[config.mk]
export PLATFORM = sky130hd
export DESIGN_NAME = psum_diff_flat
export DESIGN_NICKNAME = d
export VERILOG_FILES = /design/src/rtl/psum_diff_if.sv /design/src/rtl/psum_diff.sv /design/src/flat_wrapper.sv
export SDC_FILE = /design/constraint.sdc
export NUM_CORES = 1
export LEC_CHECK = 0
export ABC_AREA = 1
export CAP_MARGIN = 20
export CORE_ASPECT_RATIO = 0.9
export CORE_MARGIN = 8
export CORE_UTILIZATION = 48
export CTS_CLUSTER_SIZE = 12
export DETAILED_ROUTE_END_ITERATION = 8
export GPL_ROUTABILITY_DRIVEN = 1
export PLACE_DENSITY = 0.76
export SLEW_MARGIN = 30
export SYNTH_ARGS = -nofsm -noshare
export SYNTH_HDL_FRONTEND = slang
export SYNTH_SLANG_ARGS = --single-unit
[constraint.sdc]
create_clock -name clk -period 1.8 [get_ports clk]
set_clock_uncertainty 0.1 [all_clocks]
set_input_delay 0.18 -clock clk [delete_from_list [all_inputs] [get_ports clk]]
set_output_delay 0.18 -clock clk [all_outputs]
set_load 0.02 [all_outputs]
[src/rtl/psum_diff_if.sv]
// psum_diff_if: stream bundle for the running-sum differencer.
// The "s" side carries running partial sums into the block; the "m" side
// carries recovered samples out. The master modport drives input words and
// consumes output words. The slave modport is the differencer itself.
interface psum_diff_if #(
    parameter int DWIDTH = 16
);
    logic              s_valid;
    logic              s_ready;
    logic [DWIDTH-1:0] s_data;
    logic              m_valid;
    logic              m_ready;
    logic [DWIDTH-1:0] m_data;
    logic              m_last;

    modport master (
        output s_valid,
        output s_data,
        output m_ready,
        input  s_ready,
        input  m_valid,
        input  m_data,
        input  m_last
    );

    modport slave (
        input  s_valid,
        input  s_data,
        input  m_ready,
        output s_ready,
        output m_valid,
        output m_data,
        output m_last
    );
endinterface

[src/rtl/psum_diff.sv]
// psum_diff: recovers individual samples from a stream of running partial
// sums. Each accepted word produces (word - previous word), and the history
// restarts at every frame boundary of FRAME_LEN words. The output is a
// single-entry register stage with valid/ready, so one word moves per cycle.
// Overflow of the difference sets a sticky ovf flag.
// Optional feature: define PSUM_DIFF_SAT_EN to clamp overflowing differences
// to the signed range. By default, the wrapped DWIDTH-bit result is output.
module psum_diff #(
    parameter int DWIDTH    = 16,
    parameter int FRAME_LEN = 16
) (
    input  logic        clk,
    input  logic        rst_n,
    input  logic        clr,
    psum_diff_if.slave  bus,
    output logic        ovf
);

    localparam int CNT_W = (FRAME_LEN > 1) ? $clog2(FRAME_LEN) : 1;
    localparam logic [CNT_W-1:0] LAST_IDX = CNT_W'(FRAME_LEN - 1);

    logic              m_valid_q, m_valid_d;
    logic [DWIDTH-1:0] m_data_q,  m_data_d;
    logic              m_last_q,  m_last_d;
    logic              ovf_q,     ovf_d;
    logic [DWIDTH-1:0] prev_q,    prev_d;
    logic [CNT_W-1:0]  cnt_q,     cnt_d;

    logic                     accept;
    logic                     frame_end;
    logic                     diff_ovf;
    logic signed [DWIDTH:0]   diff_wide;

    // Map the one-bit-wider difference to the output width. It either
    // clamps or wraps, depending on the build option.
    function automatic logic [DWIDTH-1:0] fit_result(input logic signed [DWIDTH:0] wide);
`ifdef PSUM_DIFF_SAT_EN
        if (wide[DWIDTH] != wide[DWIDTH-1]) begin
            // Sign bit of the wide value tells which rail was crossed.
            return wide[DWIDTH] ? {1'b1, {(DWIDTH-1){1'b0}}}
                                : {1'b0, {(DWIDTH-1){1'b1}}};
        end
        return wide[DWIDTH-1:0];
`else
        return wide[DWIDTH-1:0];
`endif
    endfunction

    // Input is taken only when the output slot is free or draining, never during abort or reset.
    assign bus.s_ready = rst_n && !clr && (!m_valid_q || bus.m_ready);
    assign accept      = bus.s_valid && bus.s_ready;

    assign bus.m_valid = m_valid_q;
    assign bus.m_data  = m_data_q;
    assign bus.m_last  = m_last_q;
    assign ovf         = ovf_q;

    // Difference, overflow detection and next-state for the output stage and frame history.
    always_comb begin
        m_valid_d = m_valid_q;
        m_data_d  = m_data_q;
        m_last_d  = m_last_q;
        ovf_d     = ovf_q;
        prev_d    = prev_q;
        cnt_d     = cnt_q;

        // prev_q is already zero at frame position 0, so no special case is needed here.
        diff_wide = $signed({bus.s_data[DWIDTH-1], bus.s_data})
                  - $signed({prev_q[DWIDTH-1], prev_q});
        diff_ovf  = diff_wide[DWIDTH] ^ diff_wide[DWIDTH-1];
        frame_end = (cnt_q == LAST_IDX);

        if (clr) begin
            // Abort wins over everything: the pending word is dropped and the frame restarts.
            m_valid_d = 1'b0;
            prev_d    = '0;
            cnt_d     = '0;
        end else if (accept) begin
            m_valid_d = 1'b1;
            m_data_d  = fit_result(diff_wide);
            m_last_d  = frame_end;
            ovf_d     = ovf_q | diff_ovf;
            prev_d    = frame_end ? '0 : bus.s_data;
            cnt_d     = frame_end ? '0 : cnt_q + CNT_W'(1);
        end else if (bus.m_ready) begin
            m_valid_d = 1'b0;
        end
    end

    // State register with synchronous active-low reset that clears data and control alike.
    always_ff @(posedge clk) begin
        if (!rst_n) begin
            m_valid_q <= 1'b0;
            m_data_q  <= '0;
            m_last_q  <= 1'b0;
            ovf_q     <= 1'b0;
            prev_q    <= '0;
            cnt_q     <= '0;
        end else begin
            m_valid_q <= m_valid_d;
            m_data_q  <= m_data_d;
            m_last_q  <= m_last_d;
            ovf_q     <= ovf_d;
            prev_q    <= prev_d;
            cnt_q     <= cnt_d;
        end
    end

endmodule

[src/flat_wrapper.sv]
// flat-port wrapper written by rule: the top's interface ports become plain ports
module psum_diff_flat 
#(
    parameter int DWIDTH    = 16,
    parameter int FRAME_LEN = 16
)
  (clk, rst_n, clr, ovf, bus_s_valid, bus_s_data, bus_m_ready, bus_s_ready, bus_m_valid, bus_m_data, bus_m_last);
  psum_diff_if #(.DWIDTH(DWIDTH)) bus_i ();
  input  logic clk;
  input  logic rst_n;
  input  logic clr;
  output logic ovf;
  input wire logic [$bits(bus_i.s_valid)-1:0] bus_s_valid;
  input wire logic [$bits(bus_i.s_data)-1:0] bus_s_data;
  input wire logic [$bits(bus_i.m_ready)-1:0] bus_m_ready;
  output wire logic [$bits(bus_i.s_ready)-1:0] bus_s_ready;
  output wire logic [$bits(bus_i.m_valid)-1:0] bus_m_valid;
  output wire logic [$bits(bus_i.m_data)-1:0] bus_m_data;
  output wire logic [$bits(bus_i.m_last)-1:0] bus_m_last;
  assign bus_i.s_valid = bus_s_valid;
  assign bus_i.s_data = bus_s_data;
  assign bus_i.m_ready = bus_m_ready;
  assign bus_s_ready = bus_i.s_ready;
  assign bus_m_valid = bus_i.m_valid;
  assign bus_m_data = bus_i.m_data;
  assign bus_m_last = bus_i.m_last;
  psum_diff #(.DWIDTH(DWIDTH), .FRAME_LEN(FRAME_LEN)) u_core (.clk(clk), .rst_n(rst_n), .clr(clr), .bus(bus_i), .ovf(ovf));
endmodule
Word level (Yosys, flattened, before mapping) --
Cells that the tools add are included.
Storage, ports and cells: flip-flop bits (word level) 39, bits in latches 0, memory bits (writable) 0, bits in read-only memories 0, bits of input ports 21, output and inout port bits 20, memories kept 0
Cells by class: $add $sub $neg 2, multiply operators 0, divide/modulo/power cells 0, order comparisons 0, equal/unequal tests 1, shifts and indexed selects 0, mux-type cells 4, bitwise operators 4, reduce and logical (&&, ||, !) cells 9
Operators with widths (count):
- subtractor 16 x 16 -> 17 bit | 1
- two-way mux 16 bit | 1
- adder 4 x 1 -> 4 bit (second input constant) | 1
- equality test 4 bit (second input constant) | 1
- two-way mux 4 bit | 1
- logical AND 1 bit | 3
- zero test 1 bit | 2
- two-way mux 1 bit | 2
- inverter 1 bit | 2
- AND reduction 2 bit | 1
- nonzero test 2 bit | 1
- OR reduction 2 bit | 1
- logical OR 1 bit | 1
- OR 1 bit | 1
- XOR 1 bit | 1

Depth between registers and ports, before layout --
Gate-level depths: netlist of run 1.
word-level depth 5, depth in mapped cells 14

Worst setup path before layout of run 1 --
Ideal clock, no wire load.
path kind register to register, start reg u_core.prev_q[0], end reg u_core.m_data_q[8] (netlist: u_core.bus.m_data[8]), library setup time 0.058 ns, arrival time 1.692 ns, data required time 1.642 ns, path slack -0.050 ns, stages on the path, launching flop included 13, buffers on the path 0, cells stage by stage dfxtp_1 > ha_1 > fa_1 > inv_1 > nand2_1 > nand2_1 > nand3b_1 > nand2_1 > inv_1 > or2_2 > nand3_1 > o211ai_1 > inv_1
On the way: word-level cells in the longest chain between the ends 1
RTL lines:
- start: declaration | line psum_diff.sv:26 | logic [DWIDTH-1:0] prev_q, prev_d;
- start signal: assignment | line psum_diff.sv:104 | prev_q <= prev_d;
- subtractor 16 x 16 -> 17 bit | line psum_diff.sv:69 | - $signed({prev_q[DWIDTH-1], prev_q});
- end signal: assignment | line psum_diff.sv:101 | m_data_q <= m_data_d;
- end: declaration | line psum_diff.sv:23 | logic [DWIDTH-1:0] m_data_q, m_data_d;
No other way between the ends. A chain may end at the register's enable or synchronous reset.

Worst setup path in the final report of run 1 --
start reg u_core.prev_q[0], end reg u_core.m_data_q[10] (netlist: u_core.bus.m_data[10])
Same word-level chain as after synthesis.

==> impl_metrics.prom, run 1 <==
# TYPE chip_impl_metric gauge
chip_impl_metric{name="vias_after_detailed_routing",unit=""} 2602
chip_impl_metric{name="yosys.area_share.xor_xnor",unit=""} 0.0212
chip_impl_metric{name="max_cap_violations",unit=""} 0
chip_impl_metric{name="total_die_area",unit="um2"} 7720
chip_impl_metric{name="mappedNetlistArea",unit="um2"} 2480
chip_impl_metric{name="yosysSeqAreaShare",unit=""} 0.315
chip_impl_metric{name="maximum_number_of_pins_on_one_net_before_global_route_repair",unit=""} 19
chip_impl_info{name="worstSetupPathType",value="reg -> reg"} 1
chip_impl_metric{name="final_critical_path_setup_slack",unit="ps"} -50.5
chip_impl_info{name="main_combinational_cell_family_by_area_after_synthesis",value="simple AND/OR/NAND/NOR gates"} 1
chip_impl_metric{name="ant_nets",unit=""} 0
chip_impl_metric{name="firstDrtPassIters",unit=""} 4
chip_impl_metric{name="grt_overall_usage",unit=""} 0.172
chip_impl_metric{name="worst_skew_pair.late_latency",unit="ps"} 290
chip_impl_metric{name="max_slew_margin",unit=""} 0.823
chip_impl_metric{name="count_of_pins_on_the_block_boundary",unit=""} 41
chip_impl_metric{name="synth_compound_gate_area_share",unit=""} 0.162
chip_impl_metric{name="routed_wire_length_per_instance",unit="um"} 13.9
chip_impl_info{name="cp_capture_type",value="register"} 1
chip_impl_metric{name="cts.sink_count",unit=""} 39
chip_impl_metric{name="timing.critical_path.arrival",unit="ps"} 1940
chip_impl_info{name="synth.largest_area_cell",value="sky130_fd_sc_hd__dfxtp_1"} 1
chip_impl_metric{name="p_clk_frac",unit=""} 0.327
chip_impl_metric{name="dp_worst_setup_slack",unit="ps"} -509
chip_impl_metric{name="worstMarginPinSlew",unit="ps"} 263
chip_impl_metric{name="critPathMaxFanout",unit=""} 3
chip_impl_info{name="worst_setup_path_startpoint",value="u_core.prev_q[0]"} 1
chip_impl_metric{name="place.port_buffers",unit=""} 40
chip_impl_metric{name="final_hold_viol_count",unit=""} 0
chip_impl_metric{name="post_synth.cell_area_avg",unit="um2"} 6.82
chip_impl_info{name="synth-main-ff-cell",value="sky130_fd_sc_hd__dfxtp_1"} 1
chip_impl_metric{name="area_share_of_the_largest_cell_type_after_synthesis",unit=""} 0.315
chip_impl_metric{name="final.period_utilization",unit=""} 1.03
chip_impl_info{name="min-delay-path-class",value="in -> reg"} 1
chip_impl_metric{name="max_clock_freq",unit="GHz"} 0.540
chip_impl_metric{name="drt_drc_violations_left",unit=""} 0
chip_impl_metric{name="synth.ff_latch_count",unit=""} 39
chip_impl_metric{name="floorplan.core_area",unit="um2"} 4890
chip_impl_metric{name="yosysWarnings",unit=""} 0
chip_impl_info{name="worstReg2RegStart",value="u_core.prev_q[0]"} 1
chip_impl_metric{name="syn-num-nets",unit=""} 402
chip_impl_metric{name="initial_antenna_violation_count",unit=""} 0
chip_impl_metric{name="pwr-share-seq",unit=""} 0.388
chip_impl_metric{name="synth_adder_area_share",unit=""} 0.0940
chip_impl_metric{name="initial_core_util",unit=""} 0.506
chip_impl_metric{name="grt_overflow",unit=""} 0
chip_impl_metric{name="layout.nets",unit=""} 489
chip_impl_metric{name="areaGrowthSynthToFinish",unit="%"} 52.0
chip_impl_metric{name="critical_path_required",unit="ps"} 1890
chip_impl_metric{name="filler_cell_count",unit=""} 370
chip_impl_metric{name="route.detailed.vias_per_inst",unit=""} 5.04
chip_impl_metric{name="synth.lib_cells_used.distinct",unit=""} 31
chip_impl_metric{name="setup_violations",unit=""} 4
chip_impl_info{name="outcome",value="complete, but fails checks"} 1
chip_impl_metric{name="leakagePower",unit="nW"} 1.82
chip_impl_info{name="yosys-top-cells-area",value="sky130_fd_sc_hd__dfxtp_1 32%, sky130_fd_sc_hd__nand2_1 13%, sky130_fd_sc_hd__inv_1 11%"} 1
chip_impl_info{name="min-delay-start",value="bus_s_data[4]"} 1
chip_impl_metric{name="async_reset_ff_frac",unit=""} 0
chip_impl_metric{name="total_wirelength_of_the_detailed_routed_design",unit="mm"} 7.19
chip_impl_metric{name="synth-edff-count",unit=""} 0
chip_impl_metric{name="synthMuxAreaShare",unit=""} 0
chip_impl_info{name="setup.worst_path.start_class",value="register"} 1
chip_impl_metric{name="dp_hpwl",unit="mm"} 4.76
chip_impl_metric{name="power.switching_fraction",unit=""} 0.289
chip_impl_metric{name="dpl-instance-area",unit="um2"} 3290
chip_impl_metric{name="gpl.final_weighted_congestion",unit=""} 0.860
chip_impl_metric{name="p_per_area",unit="nW/um2"} 622
chip_impl_info{name="failed_checks",value="negative setup slack"} 1
chip_impl_metric{name="clk_path_buf_depth",unit=""} 2
chip_impl_metric{name="p_switching",unit="mW"} 0.678
chip_impl_metric{name="grt_pass1_vias",unit=""} 2624
chip_impl_info{name="layout.cells.most_common",value="sky130_fd_sc_hd__nand2_1"} 1
chip_impl_metric{name="power.combinational.fraction",unit=""} 0.286
chip_impl_metric{name="final.min_clock_period",unit="ps"} 1850
chip_impl_metric{name="power.ir.vdd_worst",unit="mV"} 0.652
chip_impl_info{name="mostFrequentLayoutCells",value="68 x sky130_fd_sc_hd__nand2_1, 56 x sky130_fd_sc_hd__inv_1, 48 x sky130_fd_sc_hd__buf_4, 33 x sky130_fd_sc_hd__nor2_1, 31 x sky130_fd_sc_hd__clkdlybuf4s50_1"} 1
chip_impl_metric{name="synth_simple_gate_area_share",unit=""} 0.273
chip_impl_metric{name="initialDrtViolationCount",unit=""} 100
chip_impl_metric{name="final-seq-area",unit="um2"} 792
chip_impl_metric{name="cts-buffers-inserted",unit=""} 5
chip_impl_metric{name="die-width",unit="um"} 91.7
chip_impl_metric{name="row_count",unit=""} 24
chip_impl_metric{name="final_layout_size_suffix_gt1_frac",unit=""} 0.335
chip_impl_info{name="cts.root.buffer_cell",value="sky130_fd_sc_hd__clkbuf_8"} 1
chip_impl_info{name="rsz_0062_raised_after_global_routing",value="yes"} 1
chip_impl_metric{name="path_clk_slew",unit="ps"} 80
chip_impl_metric{name="final-max-slew-violation-count",unit=""} 0
chip_impl_metric{name="htree_levels",unit=""} 2
chip_impl_metric{name="power_internal",unit="mW"} 1.66
chip_impl_metric{name="final_design_area_no_fill",unit="um2"} 3760
chip_impl_info{name="tritoncts",value="yes"} 1
chip_impl_metric{name="multi_input_area",unit="um2"} 1690
chip_impl_metric{name="wire_length_of_the_first_global_routing_pass",unit="mm"} 11.2
chip_impl_metric{name="synth_cells",unit=""} 363
chip_impl_metric{name="diodes",unit=""} 0
chip_impl_metric{name="die_height",unit="um"} 84.1
chip_impl_metric{name="total_power",unit="mW"} 2.34
worst paths after layout:
| check | endpoint | slack (ps) | depth (start not counted) |
|---|---|---|---|
| worst min register to register | u_core.ovf | 350 | 2 |
| worst min-delay path | u_core.prev_q[4] | 140 | 3 |
| worst max register to register | u_core.bus.m_data[10] | -50 | 12 |
| worst max-delay path | u_core.bus.m_data[10] | -50 | 12 |
final cells by class:
cell class,count,share of cell area
Clock buffer,6,0.0219
Clock inverter,2,0.00931
Inverter,73,0.0728
Multi-Input combinational cell,241,0.448
Sequential cell,39,0.210
Tap cell,65,0.0216
Timing Repair Buffer,90,0.216
power by group through the flow:
stage               Combinational (mW)  Clock [mW]  Sequential [mW]
floorplan                        0.284           0            0.949
global placement                 0.539           0            0.925
detailed placement               0.552           0            0.926
CTS                              0.587       0.787            0.906
global route                     0.724       0.822            0.911
finish                           0.669       0.765            0.908
repair_timing:
item                                    CTS  global route
pin swaps                                14            25
resized for setup                        27            61
hold buffers                              0             0
endpoints found under the setup margin   14            13
setup buffers                             1             2
cell usage after synthesis, types with 5 or more instances:
cell type / n
sky130_fd_sc_hd__a21oi_1: 23
sky130_fd_sc_hd__xor2_1: 5
sky130_fd_sc_hd__dfxtp_1: 39
sky130_fd_sc_hd__a211oi_1: 13
sky130_fd_sc_hd__ha_1: 17
sky130_fd_sc_hd__nor2_1: 36
sky130_fd_sc_hd__buf_2: 6
sky130_fd_sc_hd__inv_1: 70
sky130_fd_sc_hd__nand3_1: 11
sky130_fd_sc_hd__o21bai_1: 5
sky130_fd_sc_hd__nand2_1: 88
sky130_fd_sc_hd__o21ai_0: 10
sky130_fd_sc_hd__or2_2: 6
sky130_fd_sc_hd__o21a_1: 8
state kept, by name, indices dropped and copies added, names as in the netlist:
register and cells:
u_core.bus.m_data 16, u_core.bus.m_last 1, u_core.bus.m_valid 1, u_core.cnt_q 4, u_core.ovf 1, u_core.prev_q 16
worst max-delay path, stage by stage (launching register included):
cell	delay (ps)
sky130_fd_sc_hd__dfxtp_2	340
sky130_fd_sc_hd__ha_4	160
sky130_fd_sc_hd__fa_2	340
sky130_fd_sc_hd__inv_2	60
sky130_fd_sc_hd__nand2_2	60
sky130_fd_sc_hd__a21oi_2	130
sky130_fd_sc_hd__nand2_1	80
sky130_fd_sc_hd__nand2_2	100
sky130_fd_sc_hd__nand2_1	60
sky130_fd_sc_hd__nand2_1	80
sky130_fd_sc_hd__nor2_1	50
sky130_fd_sc_hd__o21bai_1	150
sky130_fd_sc_hd__inv_1	50
per-stage QoR:
stage,hold slack (ps),TNS [ps],util,std cells
final,142,-106,0.769,516
after global routing,156,-684,0.769,516
after CTS,339,-283,0.718,514
after detailed placement,338,-7000,0.672,505
after global placement,336,-5630,0.672,505
after floorplan,201,0,-,363
layer usage:
metal	track usage	part of all wire	vias up
met3	0.0383	0.043	18
met1	0.189	0.41	1218
met5	0	0	-
li1	-	-	1308
met2	0.311	0.52	58
met4	0.0716	0.022	0
kinds of logic (layout without fill, tap and decap cells):
kind of cell	count (synthesis)	in the layout
simple gates	154	154
buf+inv	83	171
compound gates	63	63
flops	39	39
fa+ha+maj	18	18
xor+xnor	6	6
Note: power is estimated with default switching activity, not from simulation.
==> run 2, diff against run 1 <==
==> constraint.sdc (replaced) <==
create_clock -name clk -period 1.8 [get_ports clk]
set_clock_uncertainty 0.1 [all_clocks]
set_input_delay 0.18 -clock clk [delete_from_list [all_inputs] [get_ports clk]]
set_output_delay 0.18 -clock clk [all_outputs]
set_load 0.1 [all_outputs]
==> impl_metrics.prom, run 2 (synthesized netlist as in run 1, its figures left out) <==
# TYPE chip_impl_metric gauge
chip_impl_info{name="outcome",value="complete, but fails checks"} 1
chip_impl_info{name="failed_checks",value="negative setup slack"} 1
chip_impl_metric{name="clk_path_buf_depth",unit=""} 2
chip_impl_metric{name="dp_worst_setup_slack",unit="ps"} -617
chip_impl_metric{name="max_cap_violations",unit=""} 0
chip_impl_metric{name="grt_overall_usage",unit=""} 0.165
chip_impl_metric{name="initialDrtViolationCount",unit=""} 63
chip_impl_metric{name="crit_buf_inv",unit=""} 2
chip_impl_info{name="tritoncts",value="yes"} 1
chip_impl_metric{name="dp_hpwl",unit="mm"} 4.58
chip_impl_metric{name="floorplan.core_area",unit="um2"} 4890
chip_impl_info{name="layout.cells.most_common",value="sky130_fd_sc_hd__nand2_1"} 1
chip_impl_metric{name="areaGrowthSynthToFinish",unit="%"} 44.4
chip_impl_info{name="cp_capture_type",value="register"} 1
chip_impl_metric{name="final_hold_viol_count",unit=""} 0
chip_impl_metric{name="cts-buffers-inserted",unit=""} 5
chip_impl_metric{name="total_power",unit="mW"} 2.43
chip_impl_metric{name="total_die_area",unit="um2"} 7720
chip_impl_metric{name="setup_violations",unit=""} 9
chip_impl_metric{name="ant_nets",unit=""} 0
chip_impl_metric{name="finalCoreUtilization",unit=""} 0.731
chip_impl_metric{name="leakagePower",unit="nW"} 1.75
chip_impl_metric{name="total_wirelength_of_the_detailed_routed_design",unit="mm"} 6.56
chip_impl_metric{name="final_critical_path_setup_slack",unit="ps"} -98.6
chip_impl_metric{name="die-width",unit="um"} 91.7
chip_impl_metric{name="gpl.final_weighted_congestion",unit=""} 0.828
chip_impl_metric{name="routed_wire_length_per_instance",unit="um"} 12.9
chip_impl_metric{name="initial_core_util",unit=""} 0.506
chip_impl_metric{name="firstDrtPassIters",unit=""} 4
chip_impl_metric{name="max_clock_freq",unit="GHz"} 0.527
chip_impl_info{name="critical-path-slowest-cell",value="sky130_fd_sc_hd__fa_2"} 1
chip_impl_metric{name="route.detailed.vias_per_inst",unit=""} 4.89
chip_impl_metric{name="grt_pass1_vias",unit=""} 2455
chip_impl_metric{name="final.period_utilization",unit=""} 1.05
chip_impl_metric{name="worstMarginPinSlew",unit="ps"} 302
chip_impl_metric{name="max_stage_delay_on_crit_path",unit="ps"} 350
chip_impl_metric{name="timing.critical_path.arrival",unit="ps"} 1990
chip_impl_metric{name="initial_antenna_violation_count",unit=""} 0
chip_impl_metric{name="diodes",unit=""} 0
chip_impl_info{name="worstSetupPathType",value="reg -> reg"} 1
chip_impl_metric{name="vias_after_detailed_routing",unit=""} 2493
chip_impl_info{name="min-delay-path-class",value="in -> reg"} 1
chip_impl_metric{name="final-max-slew-violation-count",unit=""} 0
chip_impl_metric{name="grt_overflow",unit=""} 0
chip_impl_metric{name="layout.nets",unit=""} 483
chip_impl_metric{name="worst_skew_pair.late_latency",unit="ps"} 290
chip_impl_metric{name="power.ir.vdd_worst",unit="mV"} 0.536
chip_impl_metric{name="htree_levels",unit=""} 2
chip_impl_metric{name="row_count",unit=""} 24
chip_impl_info{name="mostFrequentLayoutCells",value="76 x sky130_fd_sc_hd__nand2_1, 64 x sky130_fd_sc_hd__inv_1, 61 x sky130_fd_sc_hd__buf_4, 36 x sky130_fd_sc_hd__dfxtp_1, 35 x sky130_fd_sc_hd__nor2_1"} 1
chip_impl_metric{name="place.port_buffers",unit=""} 40
chip_impl_metric{name="p_per_area",unit="nW/um2"} 680
chip_impl_info{name="setup.worst_path.start_class",value="register"} 1
chip_impl_info{name="cts.root.buffer_cell",value="sky130_fd_sc_hd__clkbuf_8"} 1
chip_impl_metric{name="max_slew_margin",unit=""} 0.797
chip_impl_metric{name="critical_path_required",unit="ps"} 1890
chip_impl_metric{name="hold_slack",unit="ps"} 309
chip_impl_metric{name="maximum_number_of_pins_on_one_net_before_global_route_repair",unit=""} 26
chip_impl_metric{name="final.min_clock_period",unit="ps"} 1900
chip_impl_metric{name="count_of_pins_on_the_block_boundary",unit=""} 41
chip_impl_info{name="timing.critical_path.cells",value="ha_4 > fa_2 > inv_2 > nand2_2 > a21oi_2 > nand2_1 > nand2_2 > nand2_1 > nand2_1 > nor2_1 > o21bai_1 > inv_1"} 1
chip_impl_metric{name="path_clk_slew",unit="ps"} 80
chip_impl_info{name="critical-path-top-cell-by-count",value="sky130_fd_sc_hd__nand2_1"} 1
chip_impl_info{name="crit_family",value="adder cells"} 1
chip_impl_metric{name="critPathMaxFanout",unit=""} 3
chip_impl_info{name="rsz_0062_raised_after_global_routing",value="yes"} 1
chip_impl_metric{name="die_height",unit="um"} 84.1
chip_impl_metric{name="wire_length_of_the_first_global_routing_pass",unit="mm"} 10.8
chip_impl_metric{name="final_layout_size_suffix_gt1_frac",unit=""} 0.303
chip_impl_metric{name="drt_drc_violations_left",unit=""} 0
chip_impl_metric{name="cts.sink_count",unit=""} 39
-- run 2: timing repair --
item                                   4_1_cts  5_1_grt
pin swaps                                   12       14
hold buffers                                 0        0
gates resized for setup                     29       20
setup endpoints to repair                   13       11
endpoints found under the hold margin        0        0
buffers inserted                             2        0
-- run 2: power by group --
part,internal (mW),switching [mW]
Combinational,0.300,0.451
Sequential,0.891,0.0158
Clock,0.449,0.323
Total,1.64,0.790
-- run 2: final cells by class --
class,count,area [um2]
clock inverter,2,35.0
tap,65,81.3
sequential,39,787
timing repair buffer,84,707
multi-input combinational,241,1610
inverter,73,274
clock buffer,6,82.6
fill,417,1320
-- run 2: layer usage --
metal  track usage  wire length, um  vias up
met2         0.293             3290       44
met4        0.0453               92        0
met1         0.192             2890     1146
met3        0.0436              275       10
li1              -                -     1293
met5             0                0        -
-- run 2: path summary, 6_finish.rpt --
path         slack [ps]                     to        startpoint  cells past startpoint
max                -100  u_core.bus.m_data[10]  u_core.prev_q[0]                     12
min                 310   u_core.bus.m_data[0]     bus_s_data[0]                      4
max reg2reg        -100  u_core.bus.m_data[10]  u_core.prev_q[0]                     12
min reg2reg         350             u_core.ovf        u_core.ovf                      2
-- run 2: stage by stage --
step	cells	setup TNS (ps)	cell area, um2
5_1_grt	510	-1330	3580
3_3_place_gp	500	-7030	3200
3_5_place_dp	500	-8130	3200
4_1_cts	510	-480	3440
6_report	510	-355	3580
2_1_floorplan	363	-2030	2500
-- run 2: worst reg2reg max path: stages (launching register included) --
cell and delay (ps):
sky130_fd_sc_hd__dfxtp_2 340, sky130_fd_sc_hd__ha_4 160, sky130_fd_sc_hd__fa_2 350, sky130_fd_sc_hd__inv_2 60, sky130_fd_sc_hd__nand2_2 60, sky130_fd_sc_hd__a21oi_2 170
sky130_fd_sc_hd__nand2_1 100, sky130_fd_sc_hd__nand2_2 110, sky130_fd_sc_hd__nand2_1 60, sky130_fd_sc_hd__nand2_1 70, sky130_fd_sc_hd__nor2_1 40, sky130_fd_sc_hd__o21bai_1 140
sky130_fd_sc_hd__inv_1 50
==> run 3, diff against run 2 <==
--- a/config.mk
+++ b/config.mk
@@ -7,13 +7,16 @@
 export LEC_CHECK = 0
 export ABC_AREA = 1
 export CAP_MARGIN = 20
+export CELL_PAD_IN_SITES_DETAIL_PLACEMENT = 0
+export CELL_PAD_IN_SITES_GLOBAL_PLACEMENT = 1
 export CORE_ASPECT_RATIO = 0.9
 export CORE_MARGIN = 8
-export CORE_UTILIZATION = 48
+export CORE_UTILIZATION = 34
 export CTS_CLUSTER_SIZE = 12
 export DETAILED_ROUTE_END_ITERATION = 8
 export GPL_ROUTABILITY_DRIVEN = 1
-export PLACE_DENSITY = 0.76
+export GPL_TIMING_DRIVEN = 0
+export PLACE_DENSITY_LB_ADDON = 0.1
 export SLEW_MARGIN = 30
 export SYNTH_ARGS = -nofsm -noshare
 export SYNTH_HDL_FRONTEND = slang
==> impl_metrics.prom, run 3 (synthesized netlist as in run 1, its figures left out) <==
# TYPE chip_impl_metric gauge
chip_impl_metric{name="leakagePower",unit="nW"} 1.68
chip_impl_metric{name="clk_path_buf_depth",unit=""} 2
chip_impl_metric{name="critPathMaxFanout",unit=""} 3
chip_impl_metric{name="final.min_clock_period",unit="ps"} 1890
chip_impl_metric{name="place.port_buffers",unit=""} 39
chip_impl_metric{name="hold_slack",unit="ps"} 129
chip_impl_metric{name="dpl-instance-area",unit="um2"} 3000
chip_impl_metric{name="wire_length_of_the_first_global_routing_pass",unit="mm"} 11.5
chip_impl_metric{name="final-max-slew-violation-count",unit=""} 0
chip_impl_metric{name="final_layout_size_suffix_gt1_frac",unit=""} 0.319
chip_impl_metric{name="htree_levels",unit=""} 2
chip_impl_metric{name="initialDrtViolationCount",unit=""} 130
chip_impl_metric{name="route.detailed.vias_per_inst",unit=""} 4.62
chip_impl_info{name="failed_checks",value="negative setup slack"} 1
chip_impl_metric{name="ant_nets",unit=""} 0
chip_impl_metric{name="grt_overflow",unit=""} 0
chip_impl_metric{name="areaGrowthSynthToFinish",unit="%"} 44.2
chip_impl_info{name="mostFrequentLayoutCells",value="65 x sky130_fd_sc_hd__nand2_1, 55 x sky130_fd_sc_hd__inv_1, 33 x sky130_fd_sc_hd__nor2_1, 32 x sky130_fd_sc_hd__dfxtp_1, 20 x sky130_fd_sc_hd__nand2_2"} 1
chip_impl_metric{name="drt_drc_violations_left",unit=""} 0
chip_impl_metric{name="initial_core_util",unit=""} 0.352
chip_impl_metric{name="max_clock_freq",unit="GHz"} 0.530
chip_impl_metric{name="cts.sink_count",unit=""} 39
chip_impl_metric{name="die-width",unit="um"} 106
chip_impl_info{name="tritoncts",value="yes"} 1
chip_impl_metric{name="cts-buffers-inserted",unit=""} 5
chip_impl_metric{name="cts_hold_buffers",unit=""} 0
chip_impl_metric{name="worst_skew_pair.late_latency",unit="ps"} 300
chip_impl_metric{name="die_height",unit="um"} 97.0
chip_impl_metric{name="diodes",unit=""} 0
chip_impl_metric{name="grt_pass1_vias",unit=""} 2400
chip_impl_metric{name="worstMarginPinSlew",unit="ps"} 965
chip_impl_metric{name="final_cell_count_no_fill",unit=""} 513
chip_impl_info{name="outcome",value="complete, but fails checks"} 1
chip_impl_metric{name="total_wirelength_of_the_detailed_routed_design",unit="mm"} 7.03
chip_impl_metric{name="final_design_area_no_fill",unit="um2"} 3570
chip_impl_metric{name="max_cap_violations",unit=""} 0
chip_impl_info{name="cp_capture_type",value="register"} 1
chip_impl_metric{name="floorplan.core_area",unit="um2"} 7040
chip_impl_metric{name="finalCoreUtilization",unit=""} 0.507
chip_impl_metric{name="max_slew_margin",unit=""} 0.359
chip_impl_metric{name="dpl.cell_count",unit=""} 495
chip_impl_metric{name="grt_overall_usage",unit=""} 0.138
chip_impl_metric{name="firstDrtPassIters",unit=""} 4
chip_impl_metric{name="path_clk_slew",unit="ps"} 90
chip_impl_info{name="layout.cells.most_common",value="sky130_fd_sc_hd__nand2_1"} 1
chip_impl_info{name="min-delay-path-class",value="in -> reg"} 1
chip_impl_metric{name="setup_violations",unit=""} 5
chip_impl_metric{name="maximum_number_of_pins_on_one_net_before_global_route_repair",unit=""} 13
chip_impl_metric{name="dp_hpwl",unit="mm"} 5.06
chip_impl_metric{name="timing.critical_path.arrival",unit="ps"} 2030
chip_impl_metric{name="initial_antenna_violation_count",unit=""} 0
chip_impl_metric{name="vias_after_detailed_routing",unit=""} 2371
chip_impl_metric{name="final.setup.tns",unit="ps"} -311
chip_impl_info{name="cts.root.buffer_cell",value="sky130_fd_sc_hd__clkbuf_8"} 1
chip_impl_info{name="rsz_0062_raised_after_global_routing",value="yes"} 1
chip_impl_metric{name="layout.nets",unit=""} 458
chip_impl_metric{name="final.period_utilization",unit=""} 1.05
chip_impl_metric{name="routed_wire_length_per_instance",unit="um"} 13.7
chip_impl_metric{name="row_count",unit=""} 29
chip_impl_metric{name="gpl.final_weighted_congestion",unit=""} 0.783
chip_impl_metric{name="total_die_area",unit="um2"} 10300
chip_impl_metric{name="final_critical_path_setup_slack",unit="ps"} -87.3
chip_impl_info{name="setup.worst_path.start_class",value="register"} 1
chip_impl_info{name="worstSetupPathType",value="reg -> reg"} 1
chip_impl_metric{name="p_per_area",unit="nW/um2"} 714
chip_impl_metric{name="critical_path_required",unit="ps"} 1950
chip_impl_metric{name="power.ir.vdd_worst",unit="mV"} 0.415
chip_impl_metric{name="count_of_pins_on_the_block_boundary",unit=""} 41
chip_impl_metric{name="final_hold_viol_count",unit=""} 0
-- run 3: area by class of cell --
class / instances / area, um2
inverters: 73 / 274
repair buffers: 49 / 430
clock inverters: 2 / 60.1
plain buffers: 10 / 68.8
fillers: 747 / 3470
clock buffers: 6 / 72.6
multi-input cells: 241 / 1760
well taps: 93 / 116
flip-flops and latches: 39 / 792
-- run 3: stage by stage --
stage,power (mW),setup WS (ps)
after floorplan,1.37,-141
after global placement,1.54,-703
after detailed placement,1.54,-714
after CTS,2.49,-148
after global routing,2.67,-206
final,2.55,-87.3
-- run 3: per-layer routing --
layer	global-route usage	part of all wire
met4	0.0443	0.014
met2	0.226	0.47
met1	0.171	0.48
met3	0.0325	0.038
met5	0	0
-- run 3: final timing paths --
kind	cells past startpoint	slack [ps]	to	startpoint
worst min register to register	2	350	u_core.ovf	u_core.ovf
worst max register to register	12	-90	u_core.bus.m_data[8]	u_core.prev_q[0]
worst min-delay path	3	130	u_core.prev_q[5]	bus_s_data[5]
worst max-delay path	12	-90	u_core.bus.m_data[8]	u_core.prev_q[0]
-- run 3: critical path, cell delays in order, from the launching register on --
cell,delay (ps)
sky130_fd_sc_hd__dfxtp_2,340
sky130_fd_sc_hd__ha_4,160
sky130_fd_sc_hd__fa_2,340
sky130_fd_sc_hd__inv_2,80
sky130_fd_sc_hd__nand2_4,70
sky130_fd_sc_hd__nand2_2,50
sky130_fd_sc_hd__nand3b_1,80
sky130_fd_sc_hd__nand2_2,130
sky130_fd_sc_hd__inv_2,50
sky130_fd_sc_hd__or2_4,220
sky130_fd_sc_hd__nand3_2,60
sky130_fd_sc_hd__o211ai_1,80
sky130_fd_sc_hd__inv_1,70
-- run 3: power breakdown --
group	switching, mW	total (mW)	internal (mW)
Clock	0.349	0.903	0.555
Combinational	0.474	0.742	0.267
Sequential	0.0145	0.906	0.891
Total	0.838	2.55	1.71
-- run 3: repair_timing --
action                     4_1_cts  5_1_grt
setup endpoints to repair       33       33
buffers inserted                 4        6
gates resized for setup         65       86
pin swaps                       12       23
gates cloned                     0        0
